`config.mk`:
```
export PLATFORM = sky130hd
export DESIGN_NAME = pong_renderer_flat
export DESIGN_NICKNAME = d
export VERILOG_FILES = /design/src/rtl/pong_pkg.sv /design/src/rtl/pong_renderer_if.sv /design/src/rtl/pong_renderer_seg7_glyph.sv /design/src/rtl/pong_renderer.sv /design/src/flat_wrapper.sv
export SDC_FILE = /design/constraint.sdc
export NUM_CORES = 1
export LEC_CHECK = 0
export ABC_AREA = 0
export CORE_AREA = 10 10 115 127
export DETAILED_ROUTE_END_ITERATION = 10
export DIE_AREA = 0 0 125 137
export GPL_TIMING_DRIVEN = 1
export HOLD_SLACK_MARGIN = 0.15
export MAX_ROUTING_LAYER = met4
export PLACE_DENSITY_LB_ADDON = 0.05
export SLEW_MARGIN = 25
export SYNTH_ARGS = -nofsm -noshare
export SYNTH_HDL_FRONTEND = slang
export SYNTH_SLANG_ARGS = --single-unit
export TNS_END_PERCENT = 50
```
`constraint.sdc`:
```
create_clock -name clk_0 -period 5.1 [get_ports clk_0]
set_input_delay 1.02 -clock clk_0 [delete_from_list [all_inputs] [get_ports clk_0]]
set_output_delay 1.02 -clock clk_0 [all_outputs]
set_load 0.02 [all_outputs]
```
`src/rtl/pong_pkg.sv`:
```
// Shared constants, types and helpers for the pong renderer: screen and sprite
// geometry, colours, score-glyph layout and the seven-segment table.
package pong_pkg;

    localparam int H_VIDEO    = 640;
    localparam int V_VIDEO    = 480;
    localparam int SQ_WIDTH   = 16;
    localparam int PDL_WIDTH  = 12;
    localparam int PDL_HEIGHT = 96;
    localparam int NET_X      = 318;
    localparam int NET_W      = 4;
    localparam int SCORE_Y    = 24;

    localparam logic [11:0] COL_BG  = 12'h000;
    localparam logic [11:0] COL_SQ  = 12'hFF0;
    localparam logic [11:0] COL_FG  = 12'hFFF;
    localparam logic [11:0] COL_NET = 12'h888;

    localparam int DIG_W = 20;
    localparam int DIG_H = 36;
    localparam int SEG_T = 4;

    localparam logic [9:0] DIG_X_P1_TENS = 10'd248;
    localparam logic [9:0] DIG_X_P1_ONES = 10'd272;
    localparam logic [9:0] DIG_X_P2_TENS = 10'd344;
    localparam logic [9:0] DIG_X_P2_ONES = 10'd368;
    localparam logic [3:0][9:0] DIG_X_ORG =
        {DIG_X_P2_ONES, DIG_X_P2_TENS, DIG_X_P1_ONES, DIG_X_P1_TENS};

    // Segment bit order {a,b,c,d,e,f,g}; element n is the pattern for digit n.
    localparam logic [9:0][6:0] SEG_TABLE = {
        7'b1111011, 7'b1111111, 7'b1110000, 7'b1011111, 7'b1011011,
        7'b0110011, 7'b1111001, 7'b1101101, 7'b0110000, 7'b1111110
    };

    typedef struct packed {
        logic [9:0] sq_x;
        logic [9:0] sq_y;
        logic [9:0] p1_x;
        logic [9:0] p1_y;
        logic [9:0] p2_x;
        logic [9:0] p2_y;
        logic       sq_shown;
        logic       game_over;
        logic       game_startup;
        logic [3:0] score_p1;
        logic [3:0] score_p2;
    } game_state_t;

    localparam game_state_t STATE_RESET = '{
        sq_x: 10'd0, sq_y: 10'd0, p1_x: 10'd0, p1_y: 10'd0,
        p2_x: 10'd0, p2_y: 10'd0, sq_shown: 1'b0, game_over: 1'b0,
        game_startup: 1'b1, score_p1: 4'd0, score_p2: 4'd0
    };

    // Half-open span test done in 11 bits so org+len never wraps.
    function automatic logic in_span(input logic [9:0] p, input logic [9:0] org,
                                     input logic [10:0] len);
        return ({1'b0, p} >= {1'b0, org}) && ({1'b0, p} < ({1'b0, org} + len));
    endfunction

    function automatic logic [3:0] score_tens(input logic [3:0] s);
        return (s >= 4'd10) ? 4'd1 : 4'd0;
    endfunction

    function automatic logic [3:0] score_ones(input logic [3:0] s);
        return (s >= 4'd10) ? (s - 4'd10) : s;
    endfunction

endpackage

```
`src/rtl/pong_renderer_if.sv`:
```
// Game-state bundle from the game logic to the renderer: sprite corners,
// scores and state flags.
interface pong_renderer_if;

    logic [9:0] sq_xpos;
    logic [9:0] sq_ypos;
    logic [9:0] pdl1_xpos;
    logic [9:0] pdl1_ypos;
    logic [9:0] pdl2_xpos;
    logic [9:0] pdl2_ypos;
    logic       sq_shown;
    logic       game_over;
    logic       game_startup;
    logic [3:0] score_p1;
    logic [3:0] score_p2;

    modport master (
        output sq_xpos, sq_ypos, pdl1_xpos, pdl1_ypos, pdl2_xpos, pdl2_ypos,
        output sq_shown, game_over, game_startup, score_p1, score_p2
    );

    modport slave (
        input sq_xpos, sq_ypos, pdl1_xpos, pdl1_ypos, pdl2_xpos, pdl2_ypos,
        input sq_shown, game_over, game_startup, score_p1, score_p2
    );

endinterface

```
`src/rtl/pong_renderer_seg7_glyph.sv`:
```
// One 20x36 seven-segment score glyph: given a pixel offset inside the glyph
// box, reports whether that pixel lies on a lit segment.
module seg7_glyph
    import pong_pkg::*;
(
    input  logic [4:0] loc_x,
    input  logic [5:0] loc_y,
    input  logic [3:0] digit,
    input  logic       blank,
    output logic       lit
);

    logic [6:0] segs;
    logic       in_x, in_y;
    logic       col_l, col_r;
    logic       row_top, row_mid, row_bot, half_up, half_lo;

    always_comb begin
        segs    = (digit <= 4'd9) ? SEG_TABLE[digit] : 7'b0000000;
        in_x    = loc_x < 5'(DIG_W);
        in_y    = loc_y < 6'(DIG_H);
        col_l   = loc_x < 5'(SEG_T);
        col_r   = loc_x >= 5'(DIG_W - SEG_T);
        row_top = loc_y < 6'(SEG_T);
        // Middle bar sits at rows 16-19; upper and lower verticals overlap it.
        row_mid = (loc_y >= 6'(DIG_H / 2 - 2)) && (loc_y < 6'(DIG_H / 2 + 2));
        row_bot = loc_y >= 6'(DIG_H - SEG_T);
        half_up = loc_y < 6'(DIG_H / 2 + 2);
        half_lo = loc_y >= 6'(DIG_H / 2 - 2);

        lit = !blank && in_x && in_y &&
              ((segs[6] && row_top)           ||
               (segs[5] && col_r && half_up)  ||
               (segs[4] && col_r && half_lo)  ||
               (segs[3] && row_bot)           ||
               (segs[2] && col_l && half_lo)  ||
               (segs[1] && col_l && half_up)  ||
               (segs[0] && row_mid));
    end

endmodule

```
`src/rtl/pong_renderer.sv`:
```
// Per-pixel RGB generator for pong: frame-latched game state, hit detection in
// stage 1, colour priority mux in stage 2, syncs delayed to match.
module pong_renderer
    import pong_pkg::*;
(
    input  logic           clk_0,
    input  logic           rst,
    input  logic [9:0]     pix_x,
    input  logic [9:0]     pix_y,
    input  logic           video_on,
    input  logic           hsync_in,
    input  logic           vsync_in,
    input  logic           frame_start,
    pong_renderer_if.slave gs,
    output logic [11:0]    rgb,
    output logic           hsync_out,
    output logic           vsync_out
);

    game_state_t live, shadow;
    logic [5:0]  frame_cnt;

    always_comb begin
        live              = STATE_RESET;
        live.sq_x         = gs.sq_xpos;
        live.sq_y         = gs.sq_ypos;
        live.p1_x         = gs.pdl1_xpos;
        live.p1_y         = gs.pdl1_ypos;
        live.p2_x         = gs.pdl2_xpos;
        live.p2_y         = gs.pdl2_ypos;
        live.sq_shown     = gs.sq_shown;
        live.game_over    = gs.game_over;
        live.game_startup = gs.game_startup;
        live.score_p1     = gs.score_p1;
        live.score_p2     = gs.score_p2;
    end

    // A pixel coinciding with frame_start still sees the previous shadows.
    always_ff @(posedge clk_0 or negedge rst) begin
        if (!rst) begin
            shadow    <= STATE_RESET;
            frame_cnt <= 6'd0;
        end else if (frame_start) begin
            shadow    <= live;
            frame_cnt <= frame_cnt + 6'd1;
        end
    end

    logic           on_screen, blink_on;
    logic           sq_hit, pdl_hit, net_hit, dig_hit;
    logic [3:0][3:0] dig_val;
    logic [3:0]     dig_blank;
    logic [3:0]     dig_lit;

    always_comb begin
        on_screen = (pix_x < 10'(H_VIDEO)) && (pix_y < 10'(V_VIDEO));
        sq_hit    = shadow.sq_shown &&
                    in_span(pix_x, shadow.sq_x, 11'(SQ_WIDTH)) &&
                    in_span(pix_y, shadow.sq_y, 11'(SQ_WIDTH));
        pdl_hit   = (in_span(pix_x, shadow.p1_x, 11'(PDL_WIDTH)) &&
                     in_span(pix_y, shadow.p1_y, 11'(PDL_HEIGHT))) ||
                    (in_span(pix_x, shadow.p2_x, 11'(PDL_WIDTH)) &&
                     in_span(pix_y, shadow.p2_y, 11'(PDL_HEIGHT)));
        net_hit   = in_span(pix_x, 10'(NET_X), 11'(NET_W)) && !pix_y[4];
        blink_on  = !(shadow.game_startup || shadow.game_over) || !frame_cnt[5];
    end

    always_comb begin
        dig_val[0]   = score_tens(shadow.score_p1);
        dig_val[1]   = score_ones(shadow.score_p1);
        dig_val[2]   = score_tens(shadow.score_p2);
        dig_val[3]   = score_ones(shadow.score_p2);
        dig_blank[0] = shadow.score_p1 < 4'd10;
        dig_blank[1] = 1'b0;
        dig_blank[2] = shadow.score_p2 < 4'd10;
        dig_blank[3] = 1'b0;
    end

    for (genvar i = 0; i < 4; i++) begin : g_digit
        logic       in_box;
        logic [4:0] off_x;
        logic [5:0] off_y;

        always_comb begin
            in_box = in_span(pix_x, DIG_X_ORG[i], 11'(DIG_W)) &&
                     in_span(pix_y, 10'(SCORE_Y), 11'(DIG_H));
            off_x  = 5'(pix_x - DIG_X_ORG[i]);
            off_y  = 6'(pix_y - 10'(SCORE_Y));
        end

        seg7_glyph u_glyph (
            .loc_x (off_x),
            .loc_y (off_y),
            .digit (dig_val[i]),
            .blank (dig_blank[i] || !in_box || !blink_on),
            .lit   (dig_lit[i])
        );
    end

    assign dig_hit = |dig_lit;

    function automatic logic [11:0] pick_colour(input logic vld, input logic sq,
                                                input logic pdl, input logic dig,
                                                input logic net);
        if (!vld)     return COL_BG;
        else if (sq)  return COL_SQ;
        else if (pdl) return COL_FG;
        else if (dig) return COL_FG;
        else if (net) return COL_NET;
        else          return COL_BG;
    endfunction

    // Stage 1: registered hit flags, blanking and syncs.
    logic vld_p1, sq_hit_p1, pdl_hit_p1, dig_hit_p1, net_hit_p1, hs_p1, vs_p1;

    always_ff @(posedge clk_0 or negedge rst) begin
        if (!rst) begin
            vld_p1     <= 1'b0;
            sq_hit_p1  <= 1'b0;
            pdl_hit_p1 <= 1'b0;
            dig_hit_p1 <= 1'b0;
            net_hit_p1 <= 1'b0;
            hs_p1      <= 1'b0;
            vs_p1      <= 1'b0;
        end else begin
            vld_p1     <= video_on && on_screen;
            sq_hit_p1  <= sq_hit;
            pdl_hit_p1 <= pdl_hit;
            dig_hit_p1 <= dig_hit;
            net_hit_p1 <= net_hit;
            hs_p1      <= hsync_in;
            vs_p1      <= vsync_in;
        end
    end

    // Stage 2: colour priority mux.
    logic [11:0] rgb_p2;
    logic        hs_p2, vs_p2;

    always_ff @(posedge clk_0 or negedge rst) begin
        if (!rst) begin
            rgb_p2 <= COL_BG;
            hs_p2  <= 1'b0;
            vs_p2  <= 1'b0;
        end else begin
            rgb_p2 <= pick_colour(vld_p1, sq_hit_p1, pdl_hit_p1, dig_hit_p1, net_hit_p1);
            hs_p2  <= hs_p1;
            vs_p2  <= vs_p1;
        end
    end

    assign rgb       = rgb_p2;
    assign hsync_out = hs_p2;
    assign vsync_out = vs_p2;

endmodule

```
`src/flat_wrapper.sv`:
```
// flat-port wrapper written by rule: the top's interface ports become plain ports
module pong_renderer_flat import pong_pkg::*;
  (clk_0, rst, pix_x, pix_y, video_on, hsync_in, vsync_in, frame_start, rgb, hsync_out, vsync_out, gs_sq_xpos, gs_sq_ypos, gs_pdl1_xpos, gs_pdl1_ypos, gs_pdl2_xpos, gs_pdl2_ypos, gs_sq_shown, gs_game_over, gs_game_startup, gs_score_p1, gs_score_p2);
  pong_renderer_if gs_i ();
  input  logic clk_0;
  input  logic rst;
  input  logic [9:0] pix_x;
  input  logic [9:0] pix_y;
  input  logic video_on;
  input  logic hsync_in;
  input  logic vsync_in;
  input  logic frame_start;
  output logic [11:0] rgb;
  output logic hsync_out;
  output logic vsync_out;
  input wire logic [$bits(gs_i.sq_xpos)-1:0] gs_sq_xpos;
  input wire logic [$bits(gs_i.sq_ypos)-1:0] gs_sq_ypos;
  input wire logic [$bits(gs_i.pdl1_xpos)-1:0] gs_pdl1_xpos;
  input wire logic [$bits(gs_i.pdl1_ypos)-1:0] gs_pdl1_ypos;
  input wire logic [$bits(gs_i.pdl2_xpos)-1:0] gs_pdl2_xpos;
  input wire logic [$bits(gs_i.pdl2_ypos)-1:0] gs_pdl2_ypos;
  input wire logic [$bits(gs_i.sq_shown)-1:0] gs_sq_shown;
  input wire logic [$bits(gs_i.game_over)-1:0] gs_game_over;
  input wire logic [$bits(gs_i.game_startup)-1:0] gs_game_startup;
  input wire logic [$bits(gs_i.score_p1)-1:0] gs_score_p1;
  input wire logic [$bits(gs_i.score_p2)-1:0] gs_score_p2;
  assign gs_i.sq_xpos = gs_sq_xpos;
  assign gs_i.sq_ypos = gs_sq_ypos;
  assign gs_i.pdl1_xpos = gs_pdl1_xpos;
  assign gs_i.pdl1_ypos = gs_pdl1_ypos;
  assign gs_i.pdl2_xpos = gs_pdl2_xpos;
  assign gs_i.pdl2_ypos = gs_pdl2_ypos;
  assign gs_i.sq_shown = gs_sq_shown;
  assign gs_i.game_over = gs_game_over;
  assign gs_i.game_startup = gs_game_startup;
  assign gs_i.score_p1 = gs_score_p1;
  assign gs_i.score_p2 = gs_score_p2;
  pong_renderer u_core (.clk_0(clk_0), .rst(rst), .pix_x(pix_x), .pix_y(pix_y), .video_on(video_on), .hsync_in(hsync_in), .vsync_in(vsync_in), .frame_start(frame_start), .gs(gs_i), .rgb(rgb), .hsync_out(hsync_out), .vsync_out(vsync_out));
endmodule
```
* After elaboration in Yosys (flattened, before gate mapping)
Memory sizes are Yosys's and may differ from the RTL's.
Index checks and enable logic that the tools add are counted.
** Cells by class
- Muxes and demuxes :: 17
- Add/sub/neg operators :: 14
- Reduce and logical (&&, ||, !) cells :: 126
- Magnitude comparators :: 55
** Operators with widths (number)
- $logic_and 1x1->1 :: 80
- $lt 10x11->1 :: 6
- $ge 10x10->1 :: 6
- $lt 10x9->1 const B :: 6
- $mux 12 :: 5
- $mux 7 :: 8
- $ge 10x9->1 const B :: 4
- $logic_or 1x1->1 :: 33
- $add 10x4->11 const B :: 2
- $add 10x5->11 const B :: 2
- $add 10x7->11 const B :: 2
- $ge 5x5->1 const B :: 4
- $lt 4x5->1 const B :: 4
- $lt 5x3->1 const B :: 4
- $lt 5x5->1 const B :: 4
- $sub 5x5->5 const B :: 4
- $le 4x4->1 const B :: 4
- $logic_not 1->1 :: 12
- $ge 10x5->1 const B :: 1
- $ge 10x8->1 const B :: 1
- $lt 10x10->1 const B :: 1
- $lt 10x6->1 const B :: 1
- $ge 4x4->1 const B :: 2
- $lt 4x4->1 const B :: 2
- other kinds (11) :: 14
** Word-level totals
- Bits in read-only memories :: 448
- Flip-flop bits (word level) :: 98
- Logic and storage cells :: 238
- Output and inout port bits :: 14
- Input port bits :: 97
- Memories kept :: 4
** Memories
- (no name shown) :: depth 16, bits a word 7, rd ports 1, clocked after Yosys merged registers in 0, wr ports 0, RTL line pong_renderer_seg7_glyph.sv:19 : segs = (digit <= 4'd9) ? SEG_TABLE[digit] : 7'b0000000;
- (no name shown) :: depth 16, bits a word 7, rd ports 1, clocked after Yosys merged registers in 0, wr ports 0, RTL line pong_renderer_seg7_glyph.sv:19
- (no name shown) :: depth 16, bits a word 7, rd ports 1, clocked after Yosys merged registers in 0, wr ports 0, RTL line pong_renderer_seg7_glyph.sv:19
- (no name shown) :: depth 16, bits a word 7, rd ports 1, clocked after Yosys merged registers in 0, wr ports 0, RTL line pong_renderer_seg7_glyph.sv:19

* Depth between registers and ports, before layout
Gate-level depths: netlist of the first run.
- Depth in word-level cells :: 15
- Mapped depth :: 12
- Mapped depth without buffers :: 11

* Hierarchy
A second synthesis of the first run with hierarchy kept.
** Second synthesis, totals
- Cells, all modules :: 851
- Area total of the unflattened synthesis :: 7457.2 µm²
** By module, submodules not included
- pong_renderer :: times used 1, cells each 699, sequential area each 2253.4 µm², area an instance 6421.2 µm²
- seg7_glyph :: times used 4, cells each 38, sequential area each 0.0 µm², area an instance 259.0 µm²

* Worst setup path before layout of the first run
No wires, ideal clock.
- Path kind :: in2reg
- From :: input port pix_y[1]
- To :: register u_core.pdl_hit_p1
- Arrival time :: 2539 ps
- Setup time :: 95 ps
- Cell stages on the path :: 8
- Buffers on the path :: 0
- Slack :: 2466 ps
- Data required time :: 5005 ps
- Path through :: ha_1 > nor2b_1 > o21a_1 > o21ai_2 > a211oi_1 > o2111ai_1 > or3b_1 > o32ai_2
** Between the ends
- Cells in the longest elaborated chain, start to end :: 4
- Elaborated cells between the ends (all ways) :: 9
- Classes of those cells :: 4 x order compare; 5 x reduce/logical
** RTL lines
- start, declared :: RTL line flat_wrapper.sv:8 : input logic [9:0] pix_y;
- $lt 10x11->1 or $ge 10x10->1 (tied branches) :: RTL line pong_pkg.sv:59 : return ({1'b0, p} >= {1'b0, org}) && ({1'b0, p} < ({1'b0, org} + len));
- $logic_and 1x1->1 :: RTL line pong_pkg.sv:59
- $logic_and 1x1->1, on equally long branches :: RTL line pong_renderer.sv:60, pong_renderer.sv:62
- $logic_or 1x1->1 * :: RTL line pong_renderer.sv:61 : in_span(pix_y, shadow.p1_y, 11'(PDL_HEIGHT))) ||
- named net u_core.pdl_hit :: RTL line pong_renderer.sv:50 : logic sq_hit, pdl_hit, net_hit, dig_hit;
- end signal, assigned :: RTL line pong_renderer.sv:128 : pdl_hit_p1 <= pdl_hit;
- end, declared :: RTL line pong_renderer.sv:114 : logic vld_p1, sq_hit_p1, pdl_hit_p1, dig_hit_p1, net_hit_p1, hs_p1, vs_p1;
Mark *: on every way through the listed nets, which the timed path passes. The rest lies on a longest branch.
A chain may end at the register's enable or synchronous reset.

* Worst setup path in the final report of the first run
- From :: input port pix_y[3]
- To :: register u_core.dig_hit_p1
** Between the ends
- Cells in the longest elaborated chain, start to end :: 11
- Elaborated cells between the ends (all ways) :: 93
- Classes of those cells :: 1 x add/sub; 7 x order compare; 85 x reduce/logical
** RTL lines
- $sub 6x5->6 (tied with other cells) :: RTL line pong_renderer.sv:88 : off_y = 6'(pix_y - 10'(SCORE_Y));
- $lt 6x3->1 (tied with other cells) :: RTL line pong_renderer_seg7_glyph.sv:24 : row_top = loc_y < 6'(SEG_T);
- $logic_and 1x1->1, on equally long branches :: RTL line pong_renderer_seg7_glyph.sv:32, pong_renderer_seg7_glyph.sv:33, pong_renderer.sv:85
- $logic_or 1x1->1 or $logic_not 1->1 (tied branches) :: RTL line pong_renderer_seg7_glyph.sv:32, pong_renderer.sv:95
- $logic_or 1x1->1, on equally long branches :: RTL line pong_renderer_seg7_glyph.sv:33, pong_renderer.sv:95
- $logic_or 1x1->1, on equally long branches :: RTL line pong_renderer_seg7_glyph.sv:34, pong_renderer.sv:95
- $logic_or 1x1->1 or $logic_not 1->1 (tied branches) :: RTL line pong_renderer_seg7_glyph.sv:35, pong_renderer_seg7_glyph.sv:31
- $logic_or 1x1->1 or $logic_and 1x1->1 (tied branches) :: RTL line pong_renderer_seg7_glyph.sv:36, pong_renderer_seg7_glyph.sv:31
- $logic_or 1x1->1 or $logic_and 1x1->1 (tied branches) :: RTL line pong_renderer_seg7_glyph.sv:37, pong_renderer_seg7_glyph.sv:31
- $logic_and 1x1->1 :: RTL line pong_renderer_seg7_glyph.sv:31 : lit = !blank && in_x && in_y &&
- $reduce_or 4->1 * :: RTL line pong_renderer.sv:100 : assign dig_hit = |dig_lit;
- named net u_core.dig_hit :: RTL line pong_renderer.sv:50
- end signal, assigned :: RTL line pong_renderer.sv:129 : dig_hit_p1 <= dig_hit;
- end, declared :: RTL line pong_renderer.sv:114
Marked as above.

==> results.md, run 1 <==
* TritonCTS clock tree: built
* Reg2reg start: u_core.shadow[1]
* Post-place setup slack at 1.54 ns
* Post-DP HPWL at 14200 um
* Design area at 0.00855 mm^2
* FF-to-FF setup slack at 2.41 ns
* Synthesized instance count at 795
* GR Util All Layers at 21.9%
* Leading cell type by number of instances after synthesis: ha_1
* Initial antenna violation count at 0
* CTS Root Cell: clkbuf_16
* Core Area at 0.0120 mm^2
* Ys flop type: dfrtp_1
* Filler instances at 960
* First-pass GRT wire length at 30400 um
* Netlist Area Pre-Place at 0.00706 mm^2
* Depth of the worst register-to-register path at 11
* Worst-Margin Slew at 0.835 ns
* Yosys top cell by area: dfrtp_1
* Top cells by count, synth: ha_1 (119), o21ai_0 (92), dfrtp_1 (89), nand2_1 (82), inv_1 (70)
* Layout Utilization at 71.3%
* ANT cells at 0
* CTS Hold Buffers Added at 0
* Max reg flops at 71
* Layout Nets at 1102
* Clk_lat worst skew at 0.35 ns
* WL/cell at 17.6 um
* Initial DRC Count at 398
* Vias post-DR at 6104
* Io pins at 111
* Fin crit period at 3.28 ns
* Post-cts sizing count at 0
* Hold Fails Final Rpt at 0
* CP arrival at 3.48 ns
* Hold Path End: u_core.vsync_out
* Top reg by flops: u_core.shadow
* Chip height at 137 um
* Number of distinct library cells after synthesis at 71
* PwrDens at 271 mW/mm^2
* Final WS setup at 1.82 ns
* Die ar. at 0.0171 mm^2
* Post-synth top area share at 31.5%
* P_leak at 3.85 nW
* H-tree depth at 3
* Largest net degree at the start of global routing at 98
* MaxCap Viol Count at 0
* CP endpoint kind: register
* Synth top area cells: dfrtp_1 (32%), ha_1 (21%), o21ai_0 (6.5%)
* Slew HR at 44.4%
* Pre-antenna DRT Iters at 5
* Total Neg Setup Slack at 0 ns
* Critical path class: in -> reg
* Final count of negative-setup-slack endpoints at 0
* Initial Utilization at 58.9%
* Grt ovf at 0
* CTS sink cnt at 90
* Startpoint types: input port
* Run status: completed
* I/O Buffers at 110
* Vias per cell at 5.84
* Layout Cells excl Fill at 1045
* Worst hold path type: reg -> reg
* Post-Syn Nets at 1011
* Clock skew at 0.00803 ns
* Tcrit/Tclk final at 64.4%
* Share of cells above drive strength 1 at 4.94%
* Final wirelength at 18400 um
* #FFs+latches synth at 90
* Gp weighted congestion at 0.883
* Critical Path RT at 5.30 ns
* CP max FO at 9
* Unrepaired setup endpoints after global routing: false
* Layout area overhead at 21.0%
* Detail Route Antenna Nets at 0
* Syn_area_per_cell at 8.88 um^2
* Placed cell count at 1029
* Clock slew at reported path FFs at 0.07 ns
* Critical R2R Capture: u_core.dig_hit_p1
* Design Power at 2.32 mW
* Cts bufs inserted at 9
* Maximum clock rate at 304 MHz
* Vias in the first global route at 6288
* Hold slack at 0.352 ns
* Hold Crit Depth at 0
* Setup Buffers After CTS at 0
* Seq/Total Area, Yosys at 31.9%
* Synth warn at 0
* Ys async rst share at 100%
* Placed cell area at 0.00822 mm^2
* Hold Path Origin: u_core.vs_p1
* Number of flops mapped to enable cells by yosys at 0
* DIE WIDTH at 125 um
* VDD IR max at 0.209 mV
* Row Count at 42
* DR DRC count at 0
* Max Slew Vio Count at 0
* CTS Buffer Depth at 2
==> critical path, stage by stage <==
cell and delay [ns]:
clkdlybuf4s50_1 0.62, ha_1 0.34, xnor2_1 0.60, nor2_1 0.11, o311ai_0 0.12, o21ai_0 0.14, nor4_1 0.32, o221ai_1 0.20
==> final cells by class <==
type	instances	area, um^2	area share [%]
clock buffers	12	256	3.00
clock inverters	4	73.8	0.864
inverters	74	278	3.25
multi-input cells	597	4370	51.1
flip-flops and latches	90	2250	26.4
well taps	154	193	2.25
repair buffers	114	1130	13.2
==> per-layer routing <==
layer  up-vias  track usage [%]  part of all wire [%]
met3        22             3.56                   4.1
met1      2899             26.0                    45
met5         -                -                     0
met2       162             37.2                    49
li1       3021                -                     -
met4         0             7.11                   1.8
==> layout by cell type (no fill, tap or decap), types with 12 or more instances in the layout <==
master	Yosys	final
a21oi_1	34	34
clkdlybuf4s50_1	0	108
dfrtp_1	89	89
ha_1	119	119
inv_1	70	70
mux2_2	12	12
nand2_1	82	82
nand2b_1	13	13
nand3_1	22	22
nor2_1	22	22
nor3_1	23	23
o21a_1	17	17
o21ai_0	92	92
xnor2_1	26	26
==> kinds of logic (layout without fill, tap and decap cells) <==
group	Yosys count	in the layout	synth area share, %
compound gates	224	224	19.9
xor+xnor	32	32	3.97
fa+ha+maj	119	119	21.1
buf+inv	108	204	6.29
flops	90	90	31.9
mux	13	13	2.05
simple gates	209	209	14.8
==> worst max-delay path by stage <==
stage | slack (ns) | depth (start not counted) | end | startpoint
after floorplan | 2.47 | 8 | u_core.pdl_hit_p1 | pix_y[1]
after global placement | 1.63 | 8 | u_core.pdl_hit_p1 | pix_x[5]
after detailed placement | 1.54 | 8 | u_core.dig_hit_p1 | pix_y[4]
after CTS | 1.87 | 8 | u_core.dig_hit_p1 | pix_y[4]
after global routing | 1.69 | 8 | u_core.dig_hit_p1 | pix_y[3]
final | 1.82 | 8 | u_core.dig_hit_p1 | pix_y[3]
==> power breakdown <==
group,internal (mW),switching [mW]
clock network,0.457,0.285
logic,0.333,0.368
registers,0.796,0.0766
total,1.59,0.729
Power figures use the tool's default switching activity.
==> run 2: changes to the inputs <==
--- a/config.mk
+++ b/config.mk
@@ -6,9 +6,9 @@
 export NUM_CORES = 1
 export LEC_CHECK = 0
 export ABC_AREA = 0
-export CORE_AREA = 10 10 115 127
+export CORE_AREA = 10 10 120 132
 export DETAILED_ROUTE_END_ITERATION = 10
-export DIE_AREA = 0 0 125 137
+export DIE_AREA = 0 0 130 142
 export GPL_TIMING_DRIVEN = 1
 export HOLD_SLACK_MARGIN = 0.15
 export MAX_ROUTING_LAYER = met4
==> constraint.sdc (replaced) <==
create_clock -name clk_0 -period 3.1 [get_ports clk_0]
set_input_delay 0.62 -clock clk_0 [delete_from_list [all_inputs] [get_ports clk_0]]
set_output_delay 0.62 -clock clk_0 [all_outputs]
set_load 0.02 [all_outputs]
==> run 2 against run 1 <==
Against the previous run:
- cell count rose by 2.5%
- sequential power increased by 65%
- via count increased by 2.0%
- register-to-register slack got worse by 2.0 ns
- clock skew decreased by 0.0030 ns
- worst setup slack worse by 1.4 ns
- cell area increased by 1.8%
- hold slack got worse by 0.11 ns
- largest power group unchanged
- highest routed layer unchanged
==> results.md, run 2 (synthesized netlist as in run 1, its figures left out) <==
* DR DRC count at 0 (unchanged)
* CTS Hold Buffers Added at 0 (unchanged)
* Startpoint types: register
* Clock skew at 0.00501 ns (-0.00302 ns)
* Initial antenna violation count at 0 (unchanged)
* Most common cell after layout, fill and taps aside: ha_1
* Layout area overhead at 23.2%
* Tcrit/Tclk final at 87.3%
* CTS Buffer Depth at 2 (unchanged)
* Worst hold path type: in -> async
* Worst-Margin Slew at 0.595 ns (-0.239 ns)
* Clk pwr share at 30.0% (-2.0 points)
* Vias per cell at 5.81 (-0.49%)
* Die ar. at 0.0185 mm^2 (+7.8%)
* Top reg by flops: u_core.shadow
* Combinational power share at 31.5% (+1.2 points)
* Unrepaired setup endpoints after global routing: false
* Reg2reg start: u_core.shadow[16]
* GR Util All Layers at 21.1% (-0.75 points)
* CTS sink cnt at 90 (unchanged)
* H-tree depth at 3 (unchanged)
* Internal power at 2.51 mW (+58%)
* Chip height at 142 um (+3.6%)
* Sequential Power Share at 38.6% (+0.9 points)
* PwrDens at 428 mW/mm^2 (+58%)
* Detail Route Antenna Nets at 0 (unchanged)
* Final count of negative-setup-slack endpoints at 0 (unchanged)
* Vias post-DR at 6225 (+2.0%)
* Grt ovf at 0 (unchanged)
* P_leak at 3.94 nW (+2.3%)
* Slew HR at 60.0% (+16 points)
* Commonest cells after routing, fill and taps aside: ha_1 (119), clkdlybuf4s50_1 (108), o21ai_0 (92)
* Max reg flops at 71 (unchanged)
* Post-DP HPWL at 14900 um (+4.8%)
* Slowest-stage cell, CP: dfrtp_1
* Total Neg Setup Slack at 0 ns (unchanged)
* Io pins at 111 (unchanged)
* Cts bufs inserted at 9 (unchanged)
* CTS Root Cell: clkbuf_16
* Pre-antenna DRT Iters at 5 (unchanged)
* TritonCTS clock tree: built
* Hold slack at 0.242 ns (-0.109 ns)
* Design Power at 3.73 mW (+61%)
* Max Slew Vio Count at 0 (unchanged)
* Critical path class: reg -> reg
* Share of cells above drive strength 1 at 6.92% (+2.0 points)
* Switch Pwr at 1.22 mW (+67%)
* Initial DRC Count at 365 (-8.3%)
* I/O Buffers at 110 (unchanged)
* Row Count at 44 (+4.8%)
* VDD IR max at 0.283 mV (+35%)
* Largest net degree at the start of global routing at 56 (-43%)
* Post-cts sizing count at 0 (unchanged)
* Initial Utilization at 53.9% (-5.0 points)
* WL/cell at 17.3 um (-1.6%)
* Critical R2R Capture: u_core.pdl_hit_p1
* CP arrival at 2.97 ns (-0.51 ns)
* MaxCap Viol Count at 0 (unchanged)
* Vias in the first global route at 6289 (+0.016%)
* Maximum clock rate at 370 MHz
* Setup Buffers After CTS at 0 (unchanged)
* ANT cells at 0 (unchanged)
* Critical Path RT at 3.36 ns (-1.94 ns)
* DIE WIDTH at 130 um (+4.0%)
* FF-to-FF setup slack at 0.39 ns (-2.02 ns)
* Critical-path cell list: inv_1 > ha_1 > nor3_1 > xnor2_1 > ha_1 > o21a_1 > o21a_1 > a221o_1 > a221oi_1 > o211ai_1 > o32ai_2
* Clock slew at reported path FFs at 0.07 ns (about the same)
* Hold Fails Final Rpt at 0 (unchanged)
* Fin crit period at 2.71 ns
* First-pass GRT wire length at 30700 um (+1.1%)
* Gp weighted congestion at 0.933 (+5.7%)
* CP max FO at 4 (-5)
* Clk_lat worst skew at 0.35 ns (about the same)
* Core Area at 0.0131 mm^2 (+9.4%)
* Depth of the worst register-to-register path at 11 (unchanged)
* Layout Nets at 1121 (+1.7%)
* Final wirelength at 18600 um (+0.85%)
* Slowest stage delay, CP at 0.40 ns (-0.22 ns)
* Run status: completed
* CP endpoint kind: register
* Net Sw Frac at 32.7% (+1.2 points)
run 2: cell types whose count changed in the layout (fill, tap and decap cells not counted):
| cell | before | now |
|---|---|---|
| buf_4 | 6 | 22 |
| inv_6 | 0 | 1 |
| clkinv_4 | 1 | 2 |
| clkinv_2 | 1 | 2 |
| buf_12 | 0 | 3 |
| clkbuf_8 | 2 | 0 |
| bufinv_16 | 2 | 1 |
run 2: worst max path at each step:
stage	cells past startpoint	slack (ns)	from	end
6_report	11	0.39	u_core.shadow[16]	u_core.pdl_hit_p1
5_1_grt	10	0.23	u_core.shadow[23]	u_core.pdl_hit_p1
4_1_cts	11	0.37	u_core.shadow[16]	u_core.pdl_hit_p1
3_5_place_dp	10	0.20	pix_y[3]	u_core.dig_hit_p1
3_3_place_gp	10	0.21	pix_y[3]	u_core.dig_hit_p1
2_1_floorplan	10	0.74	u_core.shadow[23]	u_core.pdl_hit_p1
run 2: metrics by stage:
| stage | util, % | worst slack [ns] | cells | cell area, um^2 |
|---|---|---|---|---|
| floorplan | - | 0.737 | 795 | 7060 |
| global placement | 64.1 | 0.205 | 1055 | 8400 |
| detailed placement | 64.1 | 0.198 | 1055 | 8400 |
| CTS | 66.4 | 0.375 | 1071 | 8700 |
| global route | 66.4 | 0.233 | 1071 | 8700 |
| finish | 66.4 | 0.394 | 1071 | 8700 |
run 2: layout make-up:
cell class / count / area [um^2]
fillers: 1126 / 4400
clock inverters: 6 / 66.3
inverters: 74 / 278
flip-flops and latches: 90 / 2250
repair buffers: 133 / 1310
well taps: 161 / 201
clock buffers: 10 / 229
multi-input cells: 597 / 4370
run 2: power groups by stage:
stage | logic [mW] | clock network, mW | registers, mW
CTS | 1.18 | 1.15 | 1.43
floorplan | 0.763 | 0 | 1.41
global placement | 1.12 | 0 | 1.45
global route | 1.32 | 1.19 | 1.45
finish | 1.17 | 1.12 | 1.44
detailed placement | 1.17 | 0 | 1.45
run 2: critical path: cells and delay by family, from the launching register on:
| family | cells | cell delay (ns) |
|---|---|---|
| buffers and inverters | 1 | 0.10 |
| flip-flops | 1 | 0.40 |
| adder cells (fa/ha/maj) | 2 | 0.49 |
| AND/OR/NAND/NOR | 1 | 0.20 |
| AO/OA/AOI/OAI | 6 | 1.28 |
| XOR/XNOR | 1 | 0.15 |
run 2: per-layer routing:
metal	share of wire [%]	vias up	track usage [%]
met5	0	-	-
met4	2.5	0	8.00
met3	4.1	31	2.87
met2	49	158	34.3
met1	45	2974	26.1
li1	-	3062	-
